## src/rtl/seq_divider_if.sv

```systemverilog
// Start/done handshake and operand/result bus for the sequential sign-magnitude divider.
interface seq_divider_if #(parameter int MAG_W = 2);
  logic               start;
  logic [MAG_W:0]     a;
  logic [MAG_W:0]     b;
  logic               busy;
  logic               done;
  logic [MAG_W+2:0]   quo;
  logic [MAG_W+2:0]   rem;
  logic               divbyzeroflag;

  modport master (output start, a, b, input busy, done, quo, rem, divbyzeroflag);
  modport slave  (input start, a, b, output busy, done, quo, rem, divbyzeroflag);
endinterface

```

## src/rtl/seq_divider.sv

```systemverilog
// Iterative restoring divider for sign-magnitude operands, one quotient bit per cycle.
// Result encodings match the combinational remainder unit (sign in MSB, magnitude in low bits).
module seq_divider #(
  parameter int MAG_W = 2
) (
  input  logic         clk,
  input  logic         rst,
  seq_divider_if.slave bus
);
  localparam int CNT_W = $clog2(MAG_W + 1);

  typedef enum logic [1:0] {IDLE, CALC, DONE} state_e;

  state_e             state_q, state_d;
  logic               a_sign_q, a_sign_d;
  logic               b_sign_q, b_sign_d;
  logic [MAG_W-1:0]   b_mag_q, b_mag_d;
  logic [MAG_W:0]     r_q, r_d;
  logic [MAG_W-1:0]   q_q, q_d;
  logic [CNT_W-1:0]   cnt_q, cnt_d;
  logic               busy_q, busy_d;
  logic               done_q, done_d;
  logic [MAG_W+2:0]   quo_q, quo_d;
  logic [MAG_W+2:0]   rem_q, rem_d;
  logic               dbz_q, dbz_d;

  logic [MAG_W:0]     r_sh, r_nx;
  logic [MAG_W-1:0]   q_nx;
  logic               ge;

  always_comb begin
    r_sh = {r_q[MAG_W-1:0], q_q[MAG_W-1]};
    ge   = (r_sh >= {1'b0, b_mag_q});
    r_nx = ge ? (r_sh - {1'b0, b_mag_q}) : r_sh;
    q_nx = {q_q[MAG_W-2:0], ge};
  end

  always_comb begin
    state_d  = state_q;
    a_sign_d = a_sign_q;
    b_sign_d = b_sign_q;
    b_mag_d  = b_mag_q;
    r_d      = r_q;
    q_d      = q_q;
    cnt_d    = cnt_q;
    busy_d   = busy_q;
    done_d   = 1'b0;
    quo_d    = quo_q;
    rem_d    = rem_q;
    dbz_d    = dbz_q;
    case (state_q)
      IDLE: begin
        if (bus.start) begin
          a_sign_d = bus.a[MAG_W];
          b_sign_d = bus.b[MAG_W];
          b_mag_d  = bus.b[MAG_W-1:0];
          r_d      = '0;
          q_d      = bus.a[MAG_W-1:0];
          cnt_d    = CNT_W'(MAG_W);
          busy_d   = 1'b1;
          state_d  = CALC;
        end
      end
      CALC: begin
        if (b_mag_q == '0) begin
          quo_d   = '0;
          rem_d   = '0;
          dbz_d   = 1'b1;
          done_d  = 1'b1;
          state_d = DONE;
        end else begin
          r_d   = r_nx;
          q_d   = q_nx;
          cnt_d = cnt_q - CNT_W'(1);
          if (cnt_q == CNT_W'(1)) begin
            // Zero magnitudes force a positive sign so -0 never leaves the block.
            quo_d                = '0;
            quo_d[MAG_W-1:0]     = q_nx;
            quo_d[MAG_W+2]       = (a_sign_q ^ b_sign_q) & (q_nx != '0);
            rem_d                = '0;
            rem_d[MAG_W-1:0]     = r_nx[MAG_W-1:0];
            rem_d[MAG_W+2]       = a_sign_q & (r_nx != '0);
            dbz_d                = 1'b0;
            done_d               = 1'b1;
            state_d              = DONE;
          end
        end
      end
      DONE: begin
        busy_d  = 1'b0;
        state_d = IDLE;
      end
      default: begin
        busy_d  = 1'b0;
        state_d = IDLE;
      end
    endcase
  end

  always_ff @(posedge clk or posedge rst) begin
    if (rst) begin
      state_q  <= IDLE;
      a_sign_q <= 1'b0;
      b_sign_q <= 1'b0;
      b_mag_q  <= '0;
      r_q      <= '0;
      q_q      <= '0;
      cnt_q    <= '0;
      busy_q   <= 1'b0;
      done_q   <= 1'b0;
      quo_q    <= '0;
      rem_q    <= '0;
      dbz_q    <= 1'b0;
    end else begin
      state_q  <= state_d;
      a_sign_q <= a_sign_d;
      b_sign_q <= b_sign_d;
      b_mag_q  <= b_mag_d;
      r_q      <= r_d;
      q_q      <= q_d;
      cnt_q    <= cnt_d;
      busy_q   <= busy_d;
      done_q   <= done_d;
      quo_q    <= quo_d;
      rem_q    <= rem_d;
      dbz_q    <= dbz_d;
    end
  end

  assign bus.busy          = busy_q;
  assign bus.done          = done_q;
  assign bus.quo           = quo_q;
  assign bus.rem           = rem_q;
  assign bus.divbyzeroflag = dbz_q;
endmodule

```

## src/flat_wrapper.sv

```systemverilog
// flat-port wrapper written by rule: the top's interface ports become plain ports
module seq_divider_flat 
#(
  parameter int MAG_W = 2
)
  (clk, rst, bus_start, bus_a, bus_b, bus_busy, bus_done, bus_quo, bus_rem, bus_divbyzeroflag);
  seq_divider_if #(.MAG_W(MAG_W)) bus_i ();
  input  logic clk;
  input  logic rst;
  input wire logic [$bits(bus_i.start)-1:0] bus_start;
  input wire logic [$bits(bus_i.a)-1:0] bus_a;
  input wire logic [$bits(bus_i.b)-1:0] bus_b;
  output wire logic [$bits(bus_i.busy)-1:0] bus_busy;
  output wire logic [$bits(bus_i.done)-1:0] bus_done;
  output wire logic [$bits(bus_i.quo)-1:0] bus_quo;
  output wire logic [$bits(bus_i.rem)-1:0] bus_rem;
  output wire logic [$bits(bus_i.divbyzeroflag)-1:0] bus_divbyzeroflag;
  assign bus_i.start = bus_start;
  assign bus_i.a = bus_a;
  assign bus_i.b = bus_b;
  assign bus_busy = bus_i.busy;
  assign bus_done = bus_i.done;
  assign bus_quo = bus_i.quo;
  assign bus_rem = bus_i.rem;
  assign bus_divbyzeroflag = bus_i.divbyzeroflag;
  seq_divider #(.MAG_W(MAG_W)) u_core (.clk(clk), .rst(rst), .bus(bus_i));
endmodule
```

## config.mk

```make
export PLATFORM = sky130hd
export DESIGN_NAME = seq_divider_flat
export DESIGN_NICKNAME = d
export VERILOG_FILES = /design/src/rtl/seq_divider_if.sv /design/src/rtl/seq_divider.sv /design/src/flat_wrapper.sv
export SDC_FILE = /design/constraint.sdc
export NUM_CORES = 1
export LEC_CHECK = 0
export CAP_MARGIN = 10
export CORE_UTILIZATION = 50
export CTS_CLUSTER_SIZE = 12
export DETAILED_ROUTE_END_ITERATION = 8
export PLACE_DENSITY = 0.9
export SYNTH_ARGS = -nofsm -noshare
export SYNTH_HDL_FRONTEND = slang
export SYNTH_SLANG_ARGS = --single-unit
```

## constraint.sdc

```tcl
create_clock -name clk -period 4.1 [get_ports clk]
set_input_delay 1.025 -clock clk [delete_from_list [all_inputs] [get_ports clk]]
set_output_delay 1.025 -clock clk [all_outputs]
set_load 0.01 [all_outputs]
```

* Yosys cells after proc, flatten, opt, wreduce, memory -nomap -nowiden
Index checks and enable logic that the tools add are counted.
Cells by class: $add $sub $neg 2, $lt $le $gt $ge 1, eq/ne operators 5, mux-type cells 25, bitwise operators 4, reduce and logical (&&, ||, !) cells 11
Operators with widths (number):
- two-way mux 5 bit | 4
- two-way mux 2 bit | 9
- case mux 2 bit (2 select lines) | 4
- AND reduction 2 bit | 4
- two-way mux 1 bit | 6
- nonzero test 2 bit | 3
- equality test 2 x 1 -> 1 bit (second input constant) | 2
- zero test 2 bit | 2
- != test 2 bit (second input constant) | 2
- greater-or-equal comparator 3 x 2 -> 1 bit | 1
- two-way mux 3 bit | 1
- != test 3 x 1 -> 1 bit (second input constant) | 1
- AND reduction 3 bit | 1
- nonzero test 3 bit | 1
- subtractor 3 x 2 -> 3 bit | 1
- bitwise AND 1 bit | 2
- case mux 1 bit (2 select lines) | 1
- subtractor 2 x 1 -> 2 bit (second input constant) | 1
- inverter 1 bit | 1
- bitwise XOR 1 bit | 1
Word-level totals: bits in registers 25, input port bits 9, output and inout bits 13, logic and storage cells 60

* Longest topological paths before layout
Gate-level depths: netlist (run 1).
depth after elaboration 6, depth in mapped cells 7, gate-level depth less buffers 7

* Worst setup path after synthesis (run 1)
No wires, ideal clock.
kind input -> register, start input port bus_start, end register u_core.q_q[0], data arrival time 1.744 ns, setup slack 2.279 ns, cell stages on the path 4, buffers on the path 0, path through or3b_1 o21ai_2 o21ai_1 o2bb2ai_1
Between the ends: cells in the longest elaborated chain, start to end 2
RTL lines:
- start, declared | line flat_wrapper.sv:10 | input wire logic [$bits(bus_i.start)-1:0] bus_start;
- != test 2 bit (no source line)
- AND reduction 3 bit (no source line)
- end signal, assigned | line seq_divider.sv:120 | q_q <= q_d;
- end, declared | line seq_divider.sv:19 | logic [MAG_W-1:0] q_q, q_d;
Every way passes these cells. A chain may end at the register's enable or synchronous reset.

* Worst setup path after layout (run 1)
start register u_core.rem_q[1], in the netlist u_core.bus.rem[1], end output port bus_rem[1]
RTL lines:
- start, declared | line seq_divider.sv:24 | logic [MAG_W+2:0] rem_q, rem_d;
- start signal, assigned | line seq_divider.sv:125 | rem_q <= rem_d;
- end, declared | line flat_wrapper.sv:16 | output wire logic [$bits(bus_i.rem)-1:0] bus_rem;
No word-level cell between the ends.

==> results of run 1 <==
[power groups by stage]
stage / Sequential [mW] / Clock (mW) / Combinational (mW)
3_3_place_gp: 0.366 / 0 / 0.482
4_1_cts: 0.366 / 0.102 / 0.513
5_1_grt: 0.380 / 0.114 / 0.565
6_report: 0.366 / 0.102 / 0.518
3_5_place_dp: 0.370 / 0 / 0.506
2_1_floorplan: 0.371 / 0 / 0.334
[cell families after synthesis]
kind of cell    after synthesis
mux                           1
compound gates               25
flops                        21
fa+ha+maj                     4
other cells                   1
xor+xnor                      1
buf+inv                      13
simple gates                 36
[area by class of cell]
| type | instances | area (um2) | area share, % |
|---|---|---|---|
| clock inverters | 1 | 5.00 | 0.408 |
| well taps | 25 | 31.3 | 2.55 |
| clock buffers | 3 | 22.5 | 1.83 |
| flip-flops and latches | 21 | 526 | 42.8 |
| multi-input cells | 71 | 443 | 36.1 |
| repair buffers | 17 | 170 | 13.9 |
| inverters | 8 | 30.0 | 2.45 |
[per-stage QoR]
| stage | total power, mW | worst slack (ns) |
|---|---|---|
| final | 0.986 | 1.85 |
| after global routing | 1.06 | 1.79 |
| after CTS | 0.981 | 1.85 |
| after detailed placement | 0.876 | 1.66 |
| after global placement | 0.848 | 1.77 |
| after floorplan | 0.706 | 2.28 |
[state kept, by name (all words and copies together), names as in the netlist]
name / flops
u_core.bus.quo: 3
u_core.bus.rem: 3
u_core.b_mag_q: 2
u_core.cnt_q: 2
u_core.q_q: 2
u_core.r_q: 2
u_core.state_q: 2
u_core.a_sign_q: 1
u_core.b_sign_q: 1
u_core.bus.busy: 1
u_core.bus.divbyzeroflag: 1
u_core.bus.done: 1
[worst min-delay path by stage]
stage,cells after the start,from,end
2_1_floorplan,1,u_core.cnt_q[0]$_DFFE_PP0P_,u_core.cnt_q[0]$_DFFE_PP0P_
3_3_place_gp,2,u_core.bus.quo[4]$_DFFE_PP0P_,u_core.bus.quo[4]$_DFFE_PP0P_
3_5_place_dp,1,u_core.cnt_q[0]$_DFFE_PP0P_,u_core.cnt_q[0]$_DFFE_PP0P_
4_1_cts,1,u_core.cnt_q[0]$_DFFE_PP0P_,u_core.cnt_q[0]$_DFFE_PP0P_
5_1_grt,1,u_core.cnt_q[0]$_DFFE_PP0P_,u_core.cnt_q[0]$_DFFE_PP0P_
6_report,1,u_core.cnt_q[0]$_DFFE_PP0P_,u_core.cnt_q[0]$_DFFE_PP0P_
[metal layers]
metal / routed length, um / track usage (%) / vias up
met5: 0 / 0 / -
met4: 29 / 8.00 / 0
met3: 189 / 3.85 / 6
met2: 1020 / 33.6 / 58
met1: 883 / 31.4 / 403
li1: - / - / 381
[cell usage in the layout (no fill, tap or decap), types with 2 or more instances in the layout]
master           count
a32o_1               2
nand2_1             19
a22o_1               2
o31ai_1              3
o21ai_1              3
inv_1                8
ha_1                 3
o21ai_0              5
conb_1               4
clkbuf_4             3
a21oi_1              3
nor2_1               8
clkdlybuf4s50_1     17
dfrtp_1             21
==> impl_metrics.toml, run 1 <==
[status]
status = "finished clean"

[worst_setup_path]
r2r_cells = 6
start_kind = "flip-flop"
end_kind = "output port"
crit_family = "buffers and inverters"
arrival_ns = 1.22
startpoint = "u_core.bus.rem[1]$_DFFE_PP0P_"
cp.required_ns = 3.07
r2r_start = "u_core.q_q[1]$_DFFE_PP0P_"
path_depth = 1
worst_path_largest_cell_delay_ns = 0.54
cp_max_fo = 2
r2r_end = "u_core.bus.rem[1]$_DFFE_PP0P_"
endpoint = "bus_rem[1]"
crit_buf_inv = 1
criticalPathCategory = "flip-flop to output port"
critical_path.slowest_cell = "clkdlybuf4s50_1"
reg2reg_slack_ns = 2.25
path_cells = "clkdlybuf4s50_1"

[finish]
diodes = 0
finish.utilization_pct = 67.4
layout.nets = 135
syn_to_final_growth_pct = 20.2
fin_cells = 146
fillers = 156
layout-drive-gt1-share_pct = 7.44
fin_area_um2 = 1230

[power_and_ir_drop]
leakage_nw = 0.587
seq_power_share_pct = 37.1
clkPwrFrac_pct = 10.3
powerDensity_nw_per_um2 = 803
swShare_pct = 42.8
comb_power_share_pct = 52.5
power_switching_uw = 422
ir_drop_v = 0.000471
p_int_uw = 564

[synth]
synth_top_family_by_area = "simple AND/OR/NAND/NOR gates"
synth-seq-area-share_pct = 51.5
synthSimpleGateAreaFrac_pct = 17.4
synth_top_area_share_pct = 51.5
yosys.area.top_type = "dfrtp_1"
muxShareOfSynthArea_pct = 0.980
netlist_area_um2 = 1020
synth_xor_area_share_pct = 0.858
avgSynthCellArea_um2 = 10.0
synth_edf_count = 0
synthCells = 102
yosysWarnings = 0
synthMostInstantiatedCell = "dfrtp_1"
synthAdderAreaFrac_pct = 5.64
ys_top_cells_by_count = "dfrtp_1 (21), nand2_1 (19), inv_1 (8), nor2_1 (8), o21ai_0 (5)"
synth_compound_area_share_pct = 17.0
synth_ff_type = "dfrtp_1"
synthDistinctLibCells = 33
synthTopCellsByArea = "dfrtp_1 (51%), nand2_1 (7.0%), ha_1 (3.7%)"
async_flop_share_pct = 100
ys_ff_latch = 21

[cts]
clk_path_buf_depth = 2
cts_tree = "built"
cts.sinks = 21
cts_buffers = 3
insertion_delay_ns = 0.31
cts_setup_buffers = 0
clkTransAtPathRegs_ns = 0.13
postCtsHoldBufs = 0
cts_max_level = 1
cts-root-buf = "clkbuf_4"
cts_resized = 0

[sta]
fin_hold_ws_ns = 0.494
worst_pin_slew_ns = 0.807
setup_violations = 0
setup_tns_ns = 0
rsz0062_at_grt = "no"
fin_worst_skew_ns = 0.00909
fmaxAchievable_ghz = 0.445
relSlewSlack_pct = 46.1
slew_viol_final = 0
period_minus_slack_ns = 2.25
finalHoldViolCount = 0
fin_crit_sh_pct = 54.8

[routing]
drt_iter0_drc = 31
avgRoutedWirePerCell_um = 14.6
vias_per_cell = 5.81
wl_mm = 2.13
vias = 848
drc = 0
ant_nets = 0
first_pass_iters = 4

[floorplanning]
fp.coreArea_um2 = 1820
die_y_um = 47.2
io_pins = 22
fp-row-count = 15
start_util_pct = 56.1
die_w_um = 47.2
dieArea_um2 = 2230

[global_route]
grt_pass1_wl_mm = 3.39
antenna_found_initial = 0
grtUsageTotal_pct = 22.0
grt_pass1_vias = 740
grt-ovfl-total = 0
grt_max_degree = 22

[flow_run]
maxCapViolCount = 0

[place]
dpl.hpwl_mm = 1.55
io_buffers = 17
dpl.cell_count = 142
gp_congestion = 0.891
placed_area_um2 = 1200

[hold_path]
min_path_type = "flip-flop to flip-flop"
Power figures use the tool's default switching activity.
==> run 2, diff against run 1 <==
--- a/config.mk
+++ b/config.mk
@@ -6,10 +6,10 @@
 export NUM_CORES = 1
 export LEC_CHECK = 0
 export CAP_MARGIN = 10
-export CORE_UTILIZATION = 50
+export CORE_UTILIZATION = 44
 export CTS_CLUSTER_SIZE = 12
 export DETAILED_ROUTE_END_ITERATION = 8
-export PLACE_DENSITY = 0.9
+export PLACE_DENSITY = 0.85
 export SYNTH_ARGS = -nofsm -noshare
 export SYNTH_HDL_FRONTEND = slang
 export SYNTH_SLANG_ARGS = --single-unit
==> constraint.sdc (replaced) <==
create_clock -name clk -period 1.91 [get_ports clk]
set_input_delay 0.4775 -clock clk [delete_from_list [all_inputs] [get_ports clk]]
set_output_delay 0.4775 -clock clk [all_outputs]
set_load 0.01 [all_outputs]
==> run 2 against run 1 <==
  * Combinational power up 130%
  * Global-route usage fell by 3.3 points
  * First-iteration DRC count grew 3.2%
  * Cell count grew 6.2%
  * Critical path depth grew 6
  * Utilization fell by 9.2 points
  * Largest cell class unchanged
  * Largest power group unchanged
  * Highest routed layer unchanged
==> impl_metrics.toml, run 2 (synthesis results as in run 1) <==
[sta]
fin_crit_sh_pct = 94.3
period_minus_slack_ns = 1.80
rsz0062_at_grt = "no"
setup_tns_ns = 0
relSlewSlack_pct = 65.5
worst_pin_slew_ns = 0.511
fmaxAchievable_ghz = 0.555
finalHoldViolCount = 0
setup_violations = 0
slew_viol_final = 0
fin_worst_skew_ns = 0.00359

[routing]
first_pass_iters = 4
ant_nets = 0
drt_iter0_drc = 32
avgRoutedWirePerCell_um = 13.0
vias_per_cell = 5.16
vias = 800
wl_mm = 2.01
drc = 0

[global_route]
use_met3_pct = 7.27
grtUsageTotal_pct = 18.7
antenna_found_initial = 0
grt-ovfl-total = 0
grt_max_degree = 22
grt_pass1_wl_mm = 3.46
grt_pass1_vias = 805
met2_usage_pct = 28.4
use_met1_pct = 23.6
top_usage_layer = "met2"

[finish]
syn_to_final_growth_pct = 24.9
seq_area_um2 = 526
final_common_cell = "dfrtp_1"
diodes = 0
layout-drive-gt1-share_pct = 11.0
layout.nets = 141
finish.utilization_pct = 58.2
layout_common_cells = "dfrtp_1 (21), nand2_1 (19), clkdlybuf4s50_1 (17)"
fillers = 190
multi_input_area_um2 = 443

[power_and_ir_drop]
powerDensity_nw_per_um2 = 1690
leakage_nw = 0.613
ir_drop_v = 0.000848

[cts]
cts_resized = 0
cts.sinks = 21
cts_buffers = 3
cts-root-buf = "clkbuf_4"
insertion_delay_ns = 0.30
clkTransAtPathRegs_ns = 0.11
cts_tree = "built"
cts_max_level = 1
postCtsHoldBufs = 0
clk_path_buf_depth = 2
cts_setup_buffers = 0

[floorplanning]
die_y_um = 50.2
io_pins = 22
die_w_um = 50.2
dieArea_um2 = 2520
fp.coreArea_um2 = 2190
start_util_pct = 46.6
fp-row-count = 17

[flow_run]
maxCapViolCount = 0

[worst_setup_path]
start_kind = "flip-flop"
end_kind = "flip-flop"
cp_max_fo = 4
criticalPathCategory = "flip-flop to flip-flop"
cp.required_ns = 2.10
arrival_ns = 2.00

[hold_path]
min_path_type = "input pin to asynchronous set/reset pin"

[place]
gp_congestion = 0.774
io_buffers = 17
dpl.hpwl_mm = 1.61

[status]
status = "finished clean"
-- run 2: per-layer routing --
layer | up-vias | part of all wire, %
li1 | 396 | -
met1 | 370 | 43
met4 | 0 | 3.1
met5 | - | 0
met3 | 6 | 6.0
met2 | 28 | 48
-- run 2: layout make-up --
cell class,count,share of cell area [%]
clock buffers,4,2.06
well taps,28,2.75
multi-input cells,71,34.7
flip-flops and latches,21,41.2
repair buffers,23,16.9
inverters,8,2.36
-- run 2: worst max-delay path, cell delays in order (launching register included) --
cell and delay [ns]:
dfrtp_1 0.42, inv_1 0.07, ha_1 0.33, nand2b_4 0.15, a211o_1 0.32, buf_4 0.16
nor3_1 0.16, o31ai_1 0.10
-- run 2: where the power goes --
part / leakage, nW / internal, mW / switching, mW
logic: 0.335 / 0.566 / 0.602
registers: 0.262 / 0.635 / 0.151
clock network: 0.0150 / 0.0814 / 0.123
total: 0.613 / 1.28 / 0.876
-- run 2: worst paths after layout --
check                                              start                             to  slack, ns  cells past startpoint
max                            u_core.q_q[1]$_DFFE_PP0P_  u_core.bus.rem[4]$_DFFE_PP0P_       0.11                      7
min                                                  rst    u_core.a_sign_q$_DFFE_PP0P_       0.49                      3
max reg2reg                    u_core.q_q[1]$_DFFE_PP0P_  u_core.bus.rem[4]$_DFFE_PP0P_       0.11                      7
min reg2reg                u_core.bus.quo[4]$_DFFE_PP0P_  u_core.bus.quo[4]$_DFFE_PP0P_       0.49                      2
max in group asynchronous                            rst  u_core.b_mag_q[1]$_DFFE_PP0P_       1.22                      3
min in group clk           u_core.bus.quo[4]$_DFFE_PP0P_  u_core.bus.quo[4]$_DFFE_PP0P_       0.49                      2
-- run 2: metrics by stage --
stage,setup slack (ns),std cells,power (mW),hold slack [ns],area [um2]
2_1_floorplan,0.209,105,1.51,0.446,1030
5_1_grt,0.00693,155,2.35,0.509,1270
3_3_place_gp,0.186,151,1.90,0.459,1250
3_5_place_dp,0.131,151,1.96,0.467,1250
4_1_cts,0.109,155,2.17,0.488,1270
6_report,0.109,155,2.16,0.488,1270
